### src/rtl/div_unit.sv
// div_unit: iterative restoring divider (signed DIV / unsigned DIVU).
//
// A request is taken from IDLE when validIn is high. The operand magnitudes are
// divided with one shift-subtract step per cycle for WIDTH cycles. The sign fix
// is then applied, and the result is registered into Lo (quotient) and Hi
// (remainder). validOut pulses for one cycle in DONE. Dropping validIn while
// busy abandons the divide and leaves Hi/Lo untouched.
//
// Ports:
//   clk       rising-edge clock for all state
//   resetn    asynchronous active-low reset
//   validIn   request; the initiator holds it high while it waits for the result
//   sign      1 = signed divide, 0 = unsigned (sampled at start only)
//   SrcA      dividend (sampled at start only)
//   SrcB      divisor (sampled at start only)
//   validOut  one-cycle result-valid pulse
//   Hi        remainder
//   Lo        quotient
//   busy      high while a divide is in progress (CALC and FIX)
module div_unit #(
  parameter int WIDTH = 32
) (
  input  logic             clk,
  input  logic             resetn,
  input  logic             validIn,
  input  logic             sign,
  input  logic [WIDTH-1:0] SrcA,
  input  logic [WIDTH-1:0] SrcB,
  output logic             validOut,
  output logic [WIDTH-1:0] Hi,
  output logic [WIDTH-1:0] Lo,
  output logic             busy
);

  localparam int CW = $clog2(WIDTH);

  typedef enum logic [1:0] {IDLE, CALC, FIX, DONE} state_t;

  state_t           state, state_next;
  logic [CW-1:0]    count;
  logic [WIDTH-1:0] quot;
  logic [WIDTH-1:0] rem;
  logic [WIDTH-1:0] divisor;
  logic [WIDTH-1:0] dividend_raw;
  logic             neg_quot;
  logic             neg_rem;
  logic             div_zero;
  logic [WIDTH:0]   rem_shift;
  logic [WIDTH:0]   diff;
  logic [WIDTH-1:0] quot_fixed;
  logic [WIDTH-1:0] rem_fixed;
  logic             last_iter;

  // The partial remainder always stays below the divisor. Because of that,
  // bit WIDTH of a WIDTH+1-bit difference is a valid borrow flag for the
  // restoring step.
  assign rem_shift  = {rem, quot[WIDTH-1]};
  assign diff       = rem_shift - {1'b0, divisor};
  assign last_iter  = (count == CW'(WIDTH - 1));
  assign quot_fixed = neg_quot ? -quot : quot;
  assign rem_fixed  = neg_rem  ? -rem  : rem;

  // State register
  always_ff @(posedge clk or negedge resetn) begin
    if (!resetn) begin
      state <= IDLE;
    end else begin
      state <= state_next;
    end
  end

  // Next-state and status outputs; losing validIn while busy aborts to IDLE
  always_comb begin
    state_next = state;
    validOut   = 1'b0;
    busy       = 1'b0;
    case (state)
      IDLE: begin
        if (validIn) state_next = CALC;
      end
      CALC: begin
        busy = 1'b1;
        if (!validIn)       state_next = IDLE;
        else if (last_iter) state_next = FIX;
      end
      FIX: begin
        busy = 1'b1;
        if (!validIn) state_next = IDLE;
        else          state_next = DONE;
      end
      DONE: begin
        validOut   = 1'b1;
        state_next = IDLE;
      end
      default: state_next = IDLE;
    endcase
  end

  // Datapath: operand capture, shift-subtract iterations, result write.
  // The quotient register starts out holding the dividend magnitude. Its
  // top bit is shifted into the remainder each step, and the new quotient
  // bit enters at the bottom.
  always_ff @(posedge clk or negedge resetn) begin
    if (!resetn) begin
      count        <= '0;
      quot         <= '0;
      rem          <= '0;
      divisor      <= '0;
      dividend_raw <= '0;
      neg_quot     <= 1'b0;
      neg_rem      <= 1'b0;
      div_zero     <= 1'b0;
      Hi           <= '0;
      Lo           <= '0;
    end else begin
      case (state)
        IDLE: begin
          if (validIn) begin
            neg_quot     <= sign & (SrcA[WIDTH-1] ^ SrcB[WIDTH-1]);
            neg_rem      <= sign & SrcA[WIDTH-1];
            div_zero     <= (SrcB == '0);
            dividend_raw <= SrcA;
            quot         <= (sign && SrcA[WIDTH-1]) ? -SrcA : SrcA;
            divisor      <= (sign && SrcB[WIDTH-1]) ? -SrcB : SrcB;
            rem          <= '0;
            count        <= '0;
          end
        end
        CALC: begin
          if (validIn) begin
            if (!diff[WIDTH]) begin
              rem  <= diff[WIDTH-1:0];
              quot <= {quot[WIDTH-2:0], 1'b1};
            end else begin
              rem  <= rem_shift[WIDTH-1:0];
              quot <= {quot[WIDTH-2:0], 1'b0};
            end
            count <= count + 1'b1;
          end
        end
        FIX: begin
          // Divide by zero gives an all-ones quotient and returns the
          // dividend exactly as it was presented, with no sign fix.
          if (validIn) begin
            Lo <= div_zero ? '1 : quot_fixed;
            Hi <= div_zero ? dividend_raw : rem_fixed;
          end
        end
        default: ;
      endcase
    end
  end

endmodule

### config.mk
export PLATFORM = sky130hd
export DESIGN_NAME = div_unit
export DESIGN_NICKNAME = d
export VERILOG_FILES = /design/src/rtl/div_unit.sv
export SDC_FILE = /design/constraint.sdc
export NUM_CORES = 1
export LEC_CHECK = 0
export ABC_AREA = 1
export ABC_CLOCK_PERIOD_IN_PS = 4300
export CORE_MARGIN = 4
export CORE_UTILIZATION = 65
export DETAILED_ROUTE_END_ITERATION = 10
export DONT_BUFFER_PORTS = 1
export GPL_TIMING_DRIVEN = 0
export MAX_ROUTING_LAYER = met4
export PLACE_DENSITY = 0.81
export SETUP_SLACK_MARGIN = 0.15
export SYNTH_ARGS = -nofsm -noshare
export SYNTH_HDL_FRONTEND = slang
export SYNTH_SLANG_ARGS = --single-unit
### constraint.sdc
create_clock -name clk -period 4.3 [get_ports clk]
set_input_delay 0.215 -clock clk [delete_from_list [all_inputs] [get_ports clk]]
set_output_delay 0.215 -clock clk [all_outputs]
set_load 0.02 [all_outputs]
==> metrics.md, run 1 <==
| Metric | Value |
|---|---|
| Count leader, synth | nand2_1 |
| Achievable clock frequency | roughly 0.34 GHz |
| Post-Syn Area | roughly 15,000 um2 |
| Share of cells above drive strength 1 | 0.0624 |
| Worst Clk Skew | 0.0200 ns |
| Reg2reg path depth | 9 |
| Post-synth ARST share | 1.00 |
| Max Slew Vio Count | 0 |
| CORE AREA | roughly 22,000 um2 |
| R2r setup slk | ~1.4 ns |
| Net Count, Synth | around 2,300 |
| Clk sinks | a little over 200 |
| Final setup viols | 0 |
| Initial antenna violation count | 2 |
| Final WL | 53,900 um |
| Top cell type's share of synthesized area | 0.341 |
| R2r startpoint | state[1]$_DFFE_PN0P_ |
| Maxcap violations | 0 |
| Power Density | 689 nW/um2 |
| Critical Path Source Type | register |
| GRT overflow | 0 |
| # fillers | around 1,700 |
| Vert. Die Dim | 159 um |
| Final hold violation count | approximately 200 |
| Maximum vdd drop | 0.482 mV |
| Ys flop type | dfrtp_1 |
| Hold Worst Slack | -0.622 ns |
| First-pass DRT Iterations | 7 |
| RSZ-0062 raised after global routing | no |
| Worst min-delay path class | primary input to asynchronous set/reset pin |
| Synth unique cells | 56 |
| Crit Reg-Reg Endpoint | rem[0]$_DFFE_PN0P_ |
| Residual DRC count | 0 |
| # rows | 54 |
| Global-route wire length before repair | between 80,000 and 90,000 um |
| Setup tns final | 0 ns |
| Postcts setup bufs | 0 |
| Pre-CTS setup slack | ~1.5 ns |
| Post-synth EDFFs | 0 |
| DP Wirelength | approximately 40,000 um |
| Boundary Pins | ~130 |
| Yosys top cell by area | dfrtp_1 |
| CP Class | register to register |
| Initial Util | 0.671 |
| Via density | around 6.2 |
| Drt wl/cell | ~21 um |
| Die W | 159 um |
| Largest net degree at the start of global routing | 203 |
| Status | finished with violations |
| PortBufs | 0 |
| Post-cts sizing count | 0 |
| Die area | 25,300 um2 |
| CTS Buffer Depth | 3 |
| Mean Syn Cell Area | between 6 and 7 um2 |
| Synth Instances | roughly 2,200 |
| Dominant cells by area after synthesis | dfrtp_1 (34%), nand2_1 (17%), inv_1 (8.0%) |
| Via Count | ~16,000 |
| H-tree depth | 1 |
| Vias in the first global route | approximately 15,000 |
| Crit path capture type | register |
| Fin nets | 2,420 |
| TritonCTS buffer count | 22 |
| Crit share post-route | 0.684 |
| Iteration-0 DRC Markers | approximately 2,800 |
| Worst-margin pin slew | 1.00 ns |
| CTS Root Cell | clkbuf_16 |
| Area Growth Syn to Fin | 11.8% |
| Clock-pin slew on the worst setup and hold paths | approximately 0.080 ns |
| Leak pwr | 8.74 nW |
| Critical Path RT | 4.74 ns |
| Slew headroom | 0.332 |
| Post-synthesis sequential element count | approximately 200 |
| PnR worst setup slack | 1.36 ns |
| Clock Latency Late Sink | around 0.52 ns |
| Failing checks | negative hold slack |
| Fin cells | approximately 2,600 |
| CTS tree | done |
| WP data arrival | between 3 and 4 ns |
| DP Cell Count | 2,502 |
| Tmin final | between 2 and 3 ns |
| GPL Wtd Cong | 1.04 |
| Total GRT Usage | 0.423 |
| Hold-fix buffers, CTS | 62 |
| Synth cell count leaders | nand2_1 (673), inv_1 (316), dfrtp_1 (202), nor2_1 (202), nand3_1 (183) |
| Antenna violation net count after detailed routing | 0 |
| Post-synthesis sequential area ratio | 0.341 |
| Worst Path Max Fanout | 10 |
| Yosys Warn Count | 0 |
## sequential cells by signal, summed over array words and instances (netlist names)
signal,cells
Hi,32
Lo,32
dividend_raw,32
divisor,32
quot,32
rem,32
count,5
state,2
div_zero,1
neg_quot,1
neg_rem,1
## metal layers
metal	vias to the layer above	track usage	wire [um]
met5	-	-	0
met4	0	0.116	1970
met3	209	0.150	8380
met2	1237	0.602	22400
met1	7490	0.577	21200
li1	7249	-	-
## layout by cell type, fill, tap and decap left out, types with 9 or more instances in the layout
master and instances:
a21oi_1 69, a31oi_1 9, clkbuf_1 54, clkbuf_16 23, dfrtp_1 202, dlygate4sd3_1 62
ha_1 43, inv_1 316, nand2_1 673, nand2_2 37, nand3_1 183, nand3_2 22
nand4_1 25, nor2_1 202, nor3_1 23, o211ai_1 10, o21ai_0 142, o21bai_1 14
o221ai_1 14, o22ai_1 19, xnor2_1 18, xor2_1 53
## power by group
| group | internal (W) | total, W | switching, W |
|---|---|---|---|
| clock network | 0.00123 | 0.00205 | 0.000821 |
| registers | 0.00268 | 0.00374 | 0.00106 |
| logic | 0.00170 | 0.00564 | 0.00393 |
| total | 0.00561 | 0.0114 | 0.00581 |
## worst max-delay path by stage
stage	start	slack, ns	cells after the start	end
after floorplan	quot[31]$_DFFE_PN0P_	2.11	18	rem[6]$_DFFE_PN0P_
after global placement	quot[31]$_DFFE_PN0P_	1.67	18	rem[26]$_DFFE_PN0P_
after detailed placement	state[1]$_DFFE_PN0P_	1.55	9	rem[0]$_DFFE_PN0P_
after CTS	state[1]$_DFFE_PN0P_	1.48	9	rem[0]$_DFFE_PN0P_
after global routing	state[1]$_DFFE_PN0P_	1.33	9	rem[0]$_DFFE_PN0P_
final	state[1]$_DFFE_PN0P_	1.36	9	rem[0]$_DFFE_PN0P_
## kinds of logic after synthesis
kind of cell	after synthesis	synth area share
and+or+nand+nor	1211	0.358
buffers and inverters	394	0.106
AOI/OAI and AO/OA	300	0.115
DFF	202	0.341
xor gates and xnor gates	71	0.0420
adders and majority gates	44	0.0376
## layout make-up
type / instances / area (um2) / area share
multi-input cells: 1626 / 8190 / 0.495
flip-flops and latches: 202 / 5050 / 0.305
inverters: 322 / 1210 / 0.0730
clock buffers: 31 / 646 / 0.0390
repair buffers: 62 / 621 / 0.0375
plain buffers: 72 / 367 / 0.0221
well taps: 280 / 350 / 0.0211
clock inverters: 8 / 121 / 0.00733
diodes: 2 / 5.00 / 0.000302
## critical path: stages, from the launching register on
cell and delay, ns:
dfrtp_1 0.38, inv_1 0.10, ha_1 0.19, clkbuf_1 0.21, nand2_1 0.33, inv_1 0.11
nor2_2 0.56, clkbuf_1 0.69, nand2_1 0.17, nand2_1 0.13
## through the flow
| stage | area (um2) | total power, W | utilization | hold WS, ns |
|---|---|---|---|---|
| 6_report | 16600 | 0.0114 | 0.750 | -0.622 |
| 5_1_grt | 16600 | 0.0120 | 0.750 | -0.632 |
| 4_1_cts | 16600 | 0.0111 | 0.750 | -0.588 |
| 3_5_place_dp | 15200 | 0.00895 | 0.687 | -0.0631 |
| 3_3_place_gp | 15200 | 0.00874 | 0.687 | -0.0649 |
| 2_1_floorplan | 14800 | 0.00728 | - | -0.0806 |
Note: power is estimated with default switching activity, not from simulation.
==> inputs of run 2 (changes only) <==
ABC_CLOCK_PERIOD_IN_PS = 2500   (was 4300)
CORE_UTILIZATION = 59   (was 65)
PLACE_DENSITY = 0.78   (was 0.81)
clock period = 2.5 ns   (was 4.3 ns; I/O delays follow)
==> metrics.md, run 2 (synthesis gave the netlist of run 1 again) <==
| Metric | Value |
|---|---|
| Clock Latency Late Sink | 0.51 ns (was 0.52 ns) |
| Most frequent cells in the layout | nand2_1 (663), inv_1 (312), dfrtp_1 (198), nor2_1 (198), nand3_1 (168) (was nand2_1 (673), inv_1 (316), dfrtp_1 (202), nor2_1 (202), nand3_1 (183)) |
| CP Class | register to register (unchanged) |
| GPL Wtd Cong | 1.01 (was 1.04) |
| WP data arrival | 2.97 ns (was 3.38 ns) |
| Switch share | 0.491 (was 0.509) |
| Crit share post-route | 1.03 (was 0.684) |
| Hold Worst Slack | -0.700 ns (was -0.622 ns) |
| Sequential Power Share | 0.308 (was 0.327) |
| Vert. Die Dim | 167 um (was 159 um) |
| Vias in the first global route | 14,511 (was 14,872) |
| Commonest non-fill, non-tap cell in the layout | nand2_1 (unchanged) |
| CTS tree | done (unchanged) |
| Worst Path Max Fanout | 6 (was 10) |
| First-pass DRT Iterations | 8 (was 7) |
| Post-layout util | 0.715 (was 0.750) |
| Critical Path Source Type | register (unchanged) |
| Via Count | 15,909 (was 16,185) |
| Boundary Pins | 134 (unchanged) |
| CTS Root Cell | clkbuf_16 (unchanged) |
| # rows | 57 (was 54) |
| PortBufs | 0 (unchanged) |
| WL met3 | 6440 um (was 8380 um) |
| Achievable clock frequency | 0.387 GHz (was 0.340 GHz) |
| Top sig layer | met4 (unchanged) |
| Power share of the clock group | 0.187 (was 0.179) |
| Global-route wire length before repair | 82,200 um (was 82,800 um) |
| Iteration-0 DRC Markers | 2,347 (was 2,781) |
| Power Density | 1180 nW/um2 (was 689 nW/um2) |
| Clock-pin slew on the worst setup and hold paths | 0.07 ns (was 0.08 ns) |
| Maxcap violations | 0 (unchanged) |
| Antenna violation net count after detailed routing | 0 (unchanged) |
| Drt wl/cell | 20.1 um (was 20.7 um) |
| Area Growth Syn to Fin | 18.4% (was 11.8%) |
| Via density | 5.92 (was 6.21) |
| Final WL | 53,900 um (about the same) |
| Tmin final | 2.58 ns (was 2.94 ns) |
| Internal | 0.0106 W (was 0.00561 W) |
| PnR worst setup slack | -0.0829 ns (was 1.36 ns) |
| Fin nets | 2,458 (was 2,420) |
| Die area | 27,700 um2 (was 25,300 um2) |
| Leak pwr | 9.33 nW (was 8.74 nW) |
| TritonCTS buffer count | 23 (was 22) |
| Worst-margin pin slew | 0.919 ns (was 1.00 ns) |
| Clk sinks | 202 (unchanged) |
| Combinational power share | 0.505 (was 0.493) |
| Maximum vdd drop | 0.788 mV (was 0.482 mV) |
| GRT overflow | 0 (unchanged) |
| Die W | 167 um (was 159 um) |
| Initial antenna violation count | 1 (was 2) |
| Share of cells above drive strength 1 | 0.102 (was 0.0624) |
| CTS Buffer Depth | 3 (unchanged) |
| Total GRT Usage | 0.381 (was 0.423) |
| H-tree depth | 1 (unchanged) |
| WL met2 | 22,600 um (was 22,400 um) |
| Sw Pwr | 0.0102 W (was 0.00581 W) |
| Initial Util | 0.604 (was 0.671) |
| Status | finished with violations (unchanged) |
| CORE AREA | 24,500 um2 (was 22,100 um2) |
| # fillers | 2,048 (was 1,742) |
| Setup tns final | -1.42 ns (was 0 ns) |
| Worst Clk Skew | 0.0131 ns (was 0.0200 ns) |
| Residual DRC count | 0 (unchanged) |
| Critical Path RT | 2.89 ns (was 4.74 ns) |
| Slew headroom | 0.387 (was 0.332) |
| WL met1 | 23,700 um (was 21,200 um) |
| Worst min-delay path class | primary input to asynchronous set/reset pin (unchanged) |
| Crit path capture type | register (unchanged) |
| Max Slew Vio Count | 0 (unchanged) |
| DP Wirelength | 40,300 um (was 39,800 um) |
| RSZ-0062 raised after global routing | yes (was no) |
| Final hold violation count | 202 (unchanged) |
| Failing checks | negative hold slack, negative setup slack (was negative hold slack) |
| Largest net degree at the start of global routing | 203 (unchanged) |
| Final setup viols | 27 (was 0) |
| Hold-fix buffers, CTS | 66 (was 62) |
-- run 2: metal layers --
| metal | vias to the layer above | global-route usage |
|---|---|---|
| li1 | 7328 | - |
| met1 | 7576 | 0.575 |
| met4 | 0 | 0.0754 |
| met3 | 96 | 0.0796 |
| met5 | - | - |
| met2 | 909 | 0.532 |
-- run 2: cell type report --
cell class / count / area, um2 / area share
clock inverters: 11 / 230 / 0.0131
flip-flops and latches: 202 / 5060 / 0.288
inverters: 322 / 1210 / 0.0690
well taps: 324 / 405 / 0.0231
plain buffers: 72 / 398 / 0.0227
clock buffers: 29 / 618 / 0.0352
repair buffers: 99 / 1050 / 0.0596
diodes: 2 / 5.00 / 0.000285
multi-input cells: 1626 / 8570 / 0.489
-- run 2: path summary, 6_finish.rpt --
| path | startpoint | to | slack (ns) | depth (start not counted) |
|---|---|---|---|---|
| worst max register to register | divisor[0]$_DFFE_PN0P_ | rem[12]$_DFFE_PN0P_ | -0.08 | 18 |
| worst max-delay path | divisor[0]$_DFFE_PN0P_ | rem[12]$_DFFE_PN0P_ | -0.08 | 18 |
| worst min register to register | divisor[27]$_DFFE_PN0P_ | divisor[27]$_DFFE_PN0P_ | 0.48 | 2 |
| min in group clk | SrcB[19] | divisor[31]$_DFFE_PN0P_ | 0.02 | 5 |
| worst min-delay path | resetn | rem[7]$_DFFE_PN0P_ | -0.70 | 0 |
| max in group asynchronous | resetn | divisor[0]$_DFFE_PN0P_ | 2.65 | 0 |
-- run 2: critical path, stage by stage (launching register included) --
cell and delay, ns:
dfrtp_2 0.48, ha_4 0.20, fa_2 0.39, inv_2 0.08, nand2_2 0.06, nand2_2 0.09
nand3_2 0.07, nand2_2 0.11, nand2_2 0.07, nand2_4 0.09, nand2_4 0.08, nand2_4 0.09
nand2_8 0.07, nand2_8 0.14, buf_12 0.12, buf_16 0.13, nand2_4 0.05, nand3_2 0.06
nand2_1 0.05
-- run 2: metrics by stage --
stage,total power [W],instances,setup WS [ns],hold slack (ns),area (um2)
floorplan,0.0125,2222,0.311,-0.171,14800
global placement,0.0151,2546,-0.194,-0.156,15200
detailed placement,0.0154,2546,-0.246,-0.155,15200
CTS,0.0198,2672,0.0296,-0.691,17200
global route,0.0220,2686,-0.177,-0.702,17500
finish,0.0208,2687,-0.0829,-0.700,17500
-- run 2: power by group through the flow --
| stage | Sequential (W) | Clock, W | Combinational [W] |
|---|---|---|---|
| after CTS | 0.00636 | 0.00387 | 0.00960 |
| after global routing | 0.00654 | 0.00402 | 0.0115 |
| after floorplan | 0.00594 | 0 | 0.00659 |
| after global placement | 0.00635 | 0 | 0.00879 |
| final | 0.00640 | 0.00388 | 0.0105 |
| after detailed placement | 0.00638 | 0 | 0.00897 |
-- run 2: timing repair --
item                                    in CTS  in global routing
setup buffers                               16                 13
pin swaps                                    7                 23
endpoints found under the setup margin      96                123
hold endpoints to repair                   299                202
gates cloned                                 4                  0
resized for setup                           52                 64
